File: config.mk
export PLATFORM = sky130hd
export DESIGN_NAME = alu_mul_share_ctrl
export DESIGN_NICKNAME = d
export VERILOG_FILES = /design/src/rtl/alu_mul_share_ctrl.sv
export SDC_FILE = /design/constraint.sdc
export NUM_CORES = 1
export LEC_CHECK = 0
export BUFFER_PORTS_ARGS = -buffer_cell sky130_fd_sc_hd__buf_2
export CORE_AREA = 2 2 309 311
export CTS_CLUSTER_SIZE = 20
export DETAILED_ROUTE_END_ITERATION = 8
export DIE_AREA = 0 0 311 313
export RECOVER_POWER = 50
export SETUP_SLACK_MARGIN = 0.5
export SLEW_MARGIN = 20
export SYNTH_ARGS = -nofsm -noshare
export SYNTH_HDL_FRONTEND = slang
export SYNTH_SLANG_ARGS = --single-unit
File: constraint.sdc
create_clock -name clk -period 2.1 [get_ports clk]
set_input_delay 0.105 -clock clk [delete_from_list [all_inputs] [get_ports clk]]
set_output_delay 0.105 -clock clk [all_outputs]
set_load 0.1 [all_outputs]
File: src/rtl/alu_mul_share_ctrl.sv
// alu_mul_share_ctrl: round-robin arbiter and sequencer that shares one
// multi-cycle integer multiplier between NUM_REQ ALU issue ports. One
// operation is outstanding at a time; the product is returned tagged with
// the index of the requester that issued it.
module alu_mul_share_ctrl #(
  parameter int NUM_REQ = 4,
  parameter int DATA_W  = 64,
  parameter int ID_W    = 2
) (
  input  logic                      clk,
  input  logic                      rst,
  input  logic                      clean,
  input  logic [NUM_REQ-1:0]        req_valid,
  input  logic [NUM_REQ*DATA_W-1:0] req_numA,
  input  logic [NUM_REQ*DATA_W-1:0] req_numB,
  output logic [NUM_REQ-1:0]        req_ready,
  output logic                      resp_valid,
  output logic [ID_W-1:0]           resp_id,
  output logic [DATA_W-1:0]         resp_numC,
  input  logic                      resp_ready,
  output logic                      mul_start,
  output logic [DATA_W-1:0]         mul_numA,
  output logic [DATA_W-1:0]         mul_numB,
  output logic                      mul_clean,
  input  logic [DATA_W-1:0]         mul_numC,
  input  logic                      mul_done,
  output logic                      busy
);

  typedef enum logic [1:0] {
    S_IDLE  = 2'd0,
    S_ISSUE = 2'd1,
    S_WAIT  = 2'd2,
    S_RESP  = 2'd3
  } state_e;

  state_e              state_q, state_d;
  logic [ID_W-1:0]     rr_ptr_q, rr_ptr_d;
  logic                resp_valid_q, resp_valid_d;
  logic [ID_W-1:0]     resp_id_q, resp_id_d;
  logic [DATA_W-1:0]   resp_numc_q, resp_numc_d;
  logic                mul_start_q, mul_start_d;
  logic [DATA_W-1:0]   mul_numa_q, mul_numa_d;
  logic [DATA_W-1:0]   mul_numb_q, mul_numb_d;
  logic                mul_clean_q, mul_clean_d;
  logic                busy_q, busy_d;

  logic                grant_found_s;
  logic [ID_W-1:0]     grant_idx_s;
  logic [DATA_W-1:0]   opa_s [NUM_REQ];
  logic [DATA_W-1:0]   opb_s [NUM_REQ];

  // Unpack the flat operand buses so the winner's slice is a plain array read.
  for (genvar g = 0; g < NUM_REQ; g++) begin : g_unpack
    assign opa_s[g] = req_numA[g*DATA_W +: DATA_W];
    assign opb_s[g] = req_numB[g*DATA_W +: DATA_W];
  end

  // Round-robin search: first valid requester at or after rr_ptr, wrapping.
  always_comb begin
    logic [ID_W:0] cand;
    grant_found_s = 1'b0;
    grant_idx_s   = '0;
    cand          = '0;
    for (int k = 0; k < NUM_REQ; k++) begin
      cand = {1'b0, rr_ptr_q} + (ID_W+1)'(k);
      if (cand >= (ID_W+1)'(NUM_REQ)) begin
        cand = cand - (ID_W+1)'(NUM_REQ);
      end else begin
        cand = cand;
      end
      if (!grant_found_s && req_valid[cand[ID_W-1:0]]) begin
        grant_found_s = 1'b1;
        grant_idx_s   = cand[ID_W-1:0];
      end else begin
        grant_found_s = grant_found_s;
      end
    end
  end

  // Next-state and output decode; clean overrides every state.
  always_comb begin
    state_d      = state_q;
    rr_ptr_d     = rr_ptr_q;
    resp_valid_d = resp_valid_q;
    resp_id_d    = resp_id_q;
    resp_numc_d  = resp_numc_q;
    mul_start_d  = 1'b0;
    mul_numa_d   = mul_numa_q;
    mul_numb_d   = mul_numb_q;
    mul_clean_d  = 1'b0;
    req_ready    = '0;
    if (clean) begin
      // Flush: abort, drop any pending result, keep fairness pointer.
      state_d      = S_IDLE;
      resp_valid_d = 1'b0;
      mul_clean_d  = 1'b1;
    end else begin
      case (state_q)
        S_IDLE: begin
          if (grant_found_s && rst) begin
            req_ready   = {{(NUM_REQ-1){1'b0}}, 1'b1} << grant_idx_s;
            mul_numa_d  = opa_s[grant_idx_s];
            mul_numb_d  = opb_s[grant_idx_s];
            resp_id_d   = grant_idx_s;
            mul_start_d = 1'b1;
            state_d     = S_ISSUE;
            if (grant_idx_s == ID_W'(NUM_REQ-1)) begin
              rr_ptr_d = '0;
            end else begin
              rr_ptr_d = grant_idx_s + ID_W'(1);
            end
          end else begin
            state_d = S_IDLE;
          end
        end
        S_ISSUE: begin
          state_d = S_WAIT;
        end
        S_WAIT: begin
          if (mul_done) begin
            resp_numc_d  = mul_numC;
            resp_valid_d = 1'b1;
            state_d      = S_RESP;
          end else begin
            state_d = S_WAIT;
          end
        end
        S_RESP: begin
          if (resp_ready) begin
            resp_valid_d = 1'b0;
            state_d      = S_IDLE;
          end else begin
            state_d = S_RESP;
          end
        end
        default: begin
          state_d = S_IDLE;
        end
      endcase
    end
    busy_d = (state_d != S_IDLE);
  end

  // State and output registers.
  always_ff @(posedge clk or negedge rst) begin
    if (!rst) begin
      state_q      <= S_IDLE;
      rr_ptr_q     <= '0;
      resp_valid_q <= 1'b0;
      resp_id_q    <= '0;
      resp_numc_q  <= '0;
      mul_start_q  <= 1'b0;
      mul_numa_q   <= '0;
      mul_numb_q   <= '0;
      mul_clean_q  <= 1'b0;
      busy_q       <= 1'b0;
    end else begin
      state_q      <= state_d;
      rr_ptr_q     <= rr_ptr_d;
      resp_valid_q <= resp_valid_d;
      resp_id_q    <= resp_id_d;
      resp_numc_q  <= resp_numc_d;
      mul_start_q  <= mul_start_d;
      mul_numa_q   <= mul_numa_d;
      mul_numb_q   <= mul_numb_d;
      mul_clean_q  <= mul_clean_d;
      busy_q       <= busy_d;
    end
  end

  assign resp_valid = resp_valid_q;
  assign resp_id    = resp_id_q;
  assign resp_numC  = resp_numc_q;
  assign mul_start  = mul_start_q;
  assign mul_numA   = mul_numa_q;
  assign mul_numB   = mul_numb_q;
  assign mul_clean  = mul_clean_q;
  assign busy       = busy_q;

endmodule

==> impl_metrics.json, run 1 <==
{
  "insertion_delay_ns": 0.59,
  "power_leakage_nw": 12.2,
  "pin_count": 787,
  "clock_path_buffers": 3,
  "grt_max_degree": 91,
  "final_cell_mix": "buf_2, dlygate4sd3_1, mux2i_1",
  "synth_cells": 902,
  "whs_ns": 0.0284,
  "syn_nets": 1488,
  "cts_buffers": 28,
  "area_growth_pct": 146,
  "postRouteAntennaNets": 0,
  "die_area_sq_um": 97300,
  "cp-end-kind": "primary output",
  "hold_path_class": "input pin to flop",
  "routed_via_density": 4.03,
  "die_h_um": 313,
  "status": "finished with violations",
  "path_class": "flop to primary output",
  "p_total_mw": 37.4,
  "dr.pass1.iters": 5,
  "final_util": 0.278,
  "start_util": 0.113,
  "root_buffer": "clkbuf_16",
  "grt_overflow_total": 0,
  "htreeDepth": 1,
  "hold_depth": 5,
  "ys_seq_area_frac": 0.475,
  "peakVddDrop_uv": 1260,
  "drc_errors": 0,
  "drtIter0Drc": 860,
  "final_common_cell": "buf_2",
  "drive_gt1_frac": 0.504,
  "rsz0062_at_grt": "true",
  "setup_viol": 103,
  "grt_usage": 0.147,
  "cap_violations": 0,
  "post-synth-top-area-fraction": 0.475,
  "wl_um": 76200,
  "fillers": 9491,
  "fin_crit_sh": 1.12,
  "fmax_mhz": 424,
  "grt_first_pass_wirelength_um": 107000,
  "wl_per_cell_um": 20.8,
  "die_width_um": 311,
  "clock_skew_ns": 0.0143,
  "required_ns": 2.00,
  "worst-slew-pin-transition_ns": 1.35,
  "dr_total_vias": 14734,
  "finalHoldViolCount": 0,
  "nNetsFinal": 2950,
  "startpoint_type": "flop",
  "ys_types": 26,
  "setup_slack_ns": -0.260,
  "cts_sinks": 202,
  "violations": "negative setup slack",
  "io_buffers": 786,
  "fin_crit_ns": 2.36,
  "setup-tns-final_ns": -9.38,
  "antenna_found_initial": 13,
  "ys_ff_latch": 202,
  "clk_pin_slew_worst_paths_ns": 0.07,
  "dp_hpwl_um": 43500,
  "r2r_cells": 11,
  "arrival_ns": 2.25,
  "crit_path_max_fanout": 10,
  "slew_headroom": 0.101,
  "dpl_worst_slack_ns": 0.0467,
  "synth_area_leader_cell": "dfrtp_1",
  "cts_tree": "yes",
  "syn_avg_cell_area_sq_um": 11.8,
  "yosys-top-cells-area": "dfrtp_1, mux2i_1, o221ai_1",
  "ys_warn_count": 0,
  "gp_congestion": 0.882,
  "grt_pass1_vias": 16347,
  "power.density_nw_per_um2": 1430,
  "core-area_sq_um": 94200,
  "rows": 113,
  "synth_area_sq_um": 10600,
  "finalMaxSlewViolations": 0
}
layer usage:
metal  wire (um)  up-vias  part of all wire  global-route usage
met2       37200      974              0.49               0.260
met3        6050      308             0.079              0.0385
li1            -     6391                 -                   -
met5          69        -           0.00091                   0
met4        5780       10             0.076              0.0957
met1       27100     7051              0.36               0.154
critical path: stages (launching register included):
cell	delay, ns
dfrtp_2	0.42
nor4b_4	0.37
o41ai_4	0.15
inv_2	0.18
nand2_8	0.08
buf_12	0.16
nor2_4	0.10
buf_12	0.18
layout make-up:
| type | instances | area [sq um] | share of cell area |
|---|---|---|---|
| clock inverters | 13 | 135 | 0.00515 |
| inverters | 6 | 22.5 | 0.000859 |
| flip-flops and latches | 202 | 5060 | 0.193 |
| repair buffers | 1511 | 12200 | 0.465 |
| clock buffers | 38 | 808 | 0.0308 |
| well taps | 1265 | 1580 | 0.0604 |
| diodes | 9 | 22.5 | 0.000859 |
| multi-input cells | 615 | 6410 | 0.244 |
per-stage QoR:
stage	cell area [sq um]	cells
detailed placement	16500	2931
CTS	25600	3635
floorplan	10800	902
global placement	16500	2931
global route	26200	3654
finish	26200	3659
synthesized netlist by cell type:
master and count:
a211oi_2 1, a21o_1 1, a21oi_1 5, a31oi_1 1
and2_1 1, buf_2 36, buf_4 22, clkbuf_1 21
dfrtp_1 202, ha_1 1, inv_1 5, inv_2 1
mux2_2 64, mux2i_1 257, nand2_1 136, nand2b_1 4
nor2_1 6, nor3b_1 1, nor4b_4 1, o21ai_0 2
o21bai_1 1, o221ai_1 128, o22a_1 1, o22ai_1 2
o41ai_4 1, or2_2 1
where the power goes:
group / leakage (nW) / internal (mW) / switching (mW)
sequential: 2.50 / 5.65 / 1.11
clock: 0.466 / 2.93 / 2.02
combinational: 9.27 / 6.83 / 18.8
state kept, by name, indices dropped and copies added (netlist names):
name / count
mul_clean: 1
rr_ptr_q: 2
state_q: 2
resp_valid: 1
resp_id: 2
mul_numA: 64
resp_numC: 64
mul_start: 1
mul_numB: 64
busy: 1
path summary, 6_finish.rpt:
path / startpoint / to / slack [ns]
hold / removal: clean / mul_start / 0.03
min in group asynchronous: rst / resp_numC[19] / 0.78
setup reg to reg: state_q[0] / mul_numB[21] / -0.20
hold reg to reg: mul_numA[63] / mul_numA[63] / 0.48
setup / recovery: state_q[0] / req_ready[1] / -0.26
max in group asynchronous: rst / mul_numB[4] / 0.22
cell families after synthesis:
logic type | after synthesis | synth area share
compound gates | 143 | 0.116
fa+ha+maj | 1 | 0.00117
buf+inv | 85 | 0.0420
flops | 202 | 0.475
mux | 321 | 0.309
simple gates | 150 | 0.0565
repair_timing:
action                                  in CTS  in global routing
hold buffers                               580                  0
pin swaps                                   13                 10
gates cloned                                28                  3
buffers inserted                            45                 12
hold endpoints to repair                   399                  0
endpoints found under the setup margin     214                220
gates resized for setup                    218                 94
No activity file was read; power rests on OpenSTA's default activity.
==> run 2, diff against run 1 <==
Settings changed: TNS_END_PERCENT set to 5.
Clock period 2.1 ns to 3 ns, I/O delays scaled along.
==> run 2 against run 1 <==
Against the previous run: largest cell class unchanged; critical path type is now flop to flop; register-to-register slack improved by 0.70 ns; clock-buffer cell count fell by 1; highest routed layer unchanged; via count fell by 5.5%; hold slack improved by 0.015 ns; flip-flop and latch count did not move; the run ends with max-capacitance violations, max-slew violations left.
==> impl_metrics.json, run 2 (synthesized netlist as in run 1, its figures left out) <==
{
  "die_area_sq_um": 97300,
  "final_common_cell": "buf_2",
  "insertion_delay_ns": 0.58,
  "grt_first_pass_wirelength_um": 103000,
  "dr_total_vias": 13919,
  "die_width_um": 311,
  "dpl_worst_slack_ns": 0.640,
  "cts_buffers": 27,
  "die_h_um": 313,
  "cap_violations": 1,
  "slew_headroom": -0.205,
  "required_ns": 3.42,
  "seq_power_share": 0.198,
  "antenna_found_initial": 26,
  "final_cell_mix": "buf_2, dlygate4sd3_1, mux2i_1",
  "path_class": "flop to flop",
  "htreeDepth": 1,
  "wl_per_cell_um": 20.7,
  "intPower_mw": 9.23,
  "rsz0062_at_grt": "true",
  "fin_crit_ns": 2.50,
  "clock_skew_ns": 0.0197,
  "startpoint_type": "flop",
  "finalHoldViolCount": 0,
  "cp-end-kind": "flop",
  "grtUsageMet3": 0.0522,
  "clk_pin_slew_worst_paths_ns": 0.06,
  "power.density_nw_per_um2": 1050,
  "io_buffers": 786,
  "gp_congestion": 0.831,
  "setup_slack_ns": 0.497,
  "met2_usage": 0.250,
  "grt_usage": 0.143,
  "grt_overflow_total": 0,
  "core-area_sq_um": 94200,
  "root_buffer": "clkbuf_16",
  "postRouteAntennaNets": 0,
  "grt_pass1_vias": 15203,
  "status": "finished with violations",
  "arrival_ns": 2.92,
  "grt_max_degree": 134,
  "wl_um": 73300,
  "p_sw_mw": 14.7,
  "p_total_mw": 24.0,
  "crit_family": "buffers and inverters",
  "p_comb_frac": 0.664,
  "met1_usage": 0.153,
  "dr.pass1.iters": 5,
  "cts_sinks": 202,
  "routed_via_density": 3.92,
  "worst-slew-pin-transition_ns": 1.81,
  "critPathBufInv": 3,
  "power_leakage_nw": 10.6,
  "dpl.cell_count": 2902,
  "pin_count": 787,
  "top_usage_layer": "met2",
  "peakVddDrop_uv": 847,
  "fin_crit_sh": 0.834,
  "critical-path-max-stage-delay_ns": 0.57,
  "area_growth_pct": 114,
  "rows": 113,
  "crit_path_max_fanout": 14,
  "start_util": 0.113,
  "dp_hpwl_um": 51900,
  "finalMaxSlewViolations": 25,
  "drtIter0Drc": 925,
  "drc_errors": 0,
  "clockPowerShare": 0.138,
  "cts_tree": "yes",
  "crit_chain": "a21o_1 -> a21oi_1 -> o22a_4 -> buf_16 -> buf_6 -> mux2i_1 -> dlygate4sd3_1 -> o221ai_1",
  "fin_cells": 3548,
  "fmax_mhz": 399,
  "hold_path_class": "input pin to flop",
  "drive_gt1_frac": 0.352,
  "clock_path_buffers": 3,
  "violations": "max-capacitance violations, max-slew violations",
  "slowest_stage": "dlygate4sd3_1",
  "setup_viol": 0,
  "p_sw_frac": 0.615,
  "nNetsFinal": 2842,
  "setup-tns-final_ns": 0
}
## run 2: repair_timing
| action | in CTS | in global routing |
|---|---|---|
| endpoints found under the hold margin | 261 | 0 |
| buffers inserted | 9 | 8 |
| setup endpoints to repair | 4 | 24 |
| hold buffers | 570 | 0 |
| pin swaps | 3 | 1 |
| resized for setup | 11 | 6 |
| cloned | 3 | 0 |
## run 2: power by group through the flow
stage	Clock (mW)	Sequential, mW	Combinational [mW]
2_1_floorplan	0	13.5	3.00
3_3_place_gp	0	4.67	15.1
3_5_place_dp	0	4.69	15.2
4_1_cts	3.46	4.68	16.1
5_1_grt	3.53	4.88	16.4
6_report	3.32	4.74	15.9
## run 2: layout make-up
type	instances	area, sq um
timing repair buffer	1402	10000
sequential	202	5060
tap	1265	1580
antenna	10	25.0
multi-input combinational	617	5240
inverter	6	22.5
clock inverter	9	101
clock buffer	37	773
fill	9967	71300
## run 2: routing by layer
metal | up-vias | share of wire
li1 | 6139 | -
met1 | 6717 | 0.36
met2 | 843 | 0.49
met3 | 192 | 0.096
met4 | 28 | 0.051
met5 | - | 0.0025
## run 2: per-stage QoR
step | cell area (sq um) | util | hold slack (ns)
3_3_place_gp | 16200 | 0.172 | 0.295
4_1_cts | 22900 | 0.243 | 0.00199
3_5_place_dp | 16200 | 0.172 | 0.302
6_report | 22800 | 0.242 | 0.0433
5_1_grt | 22800 | 0.242 | 0.00440
2_1_floorplan | 10600 | - | -0.146
## run 2: worst min-delay path, cell delays in order
cell,delay (ns)
buf_2,0.08
mux2i_1,0.13
o221ai_1,0.20
## run 2: path summary, 6_finish.rpt
kind | slack, ns | from | cells after the start | end
worst max register to register | 0.50 | rr_ptr_q[1] | 8 | mul_numB[49]
min in group asynchronous | 0.55 | rst | 3 | mul_numA[26]
worst min register to register | 0.48 | mul_numB[47] | 2 | mul_numB[47]
worst min-delay path | 0.04 | req_numB[217] | 3 | mul_numB[25]
max in group asynchronous | 0.90 | rst | 4 | mul_numB[45]
worst max-delay path | 0.50 | rr_ptr_q[1] | 8 | mul_numB[49]
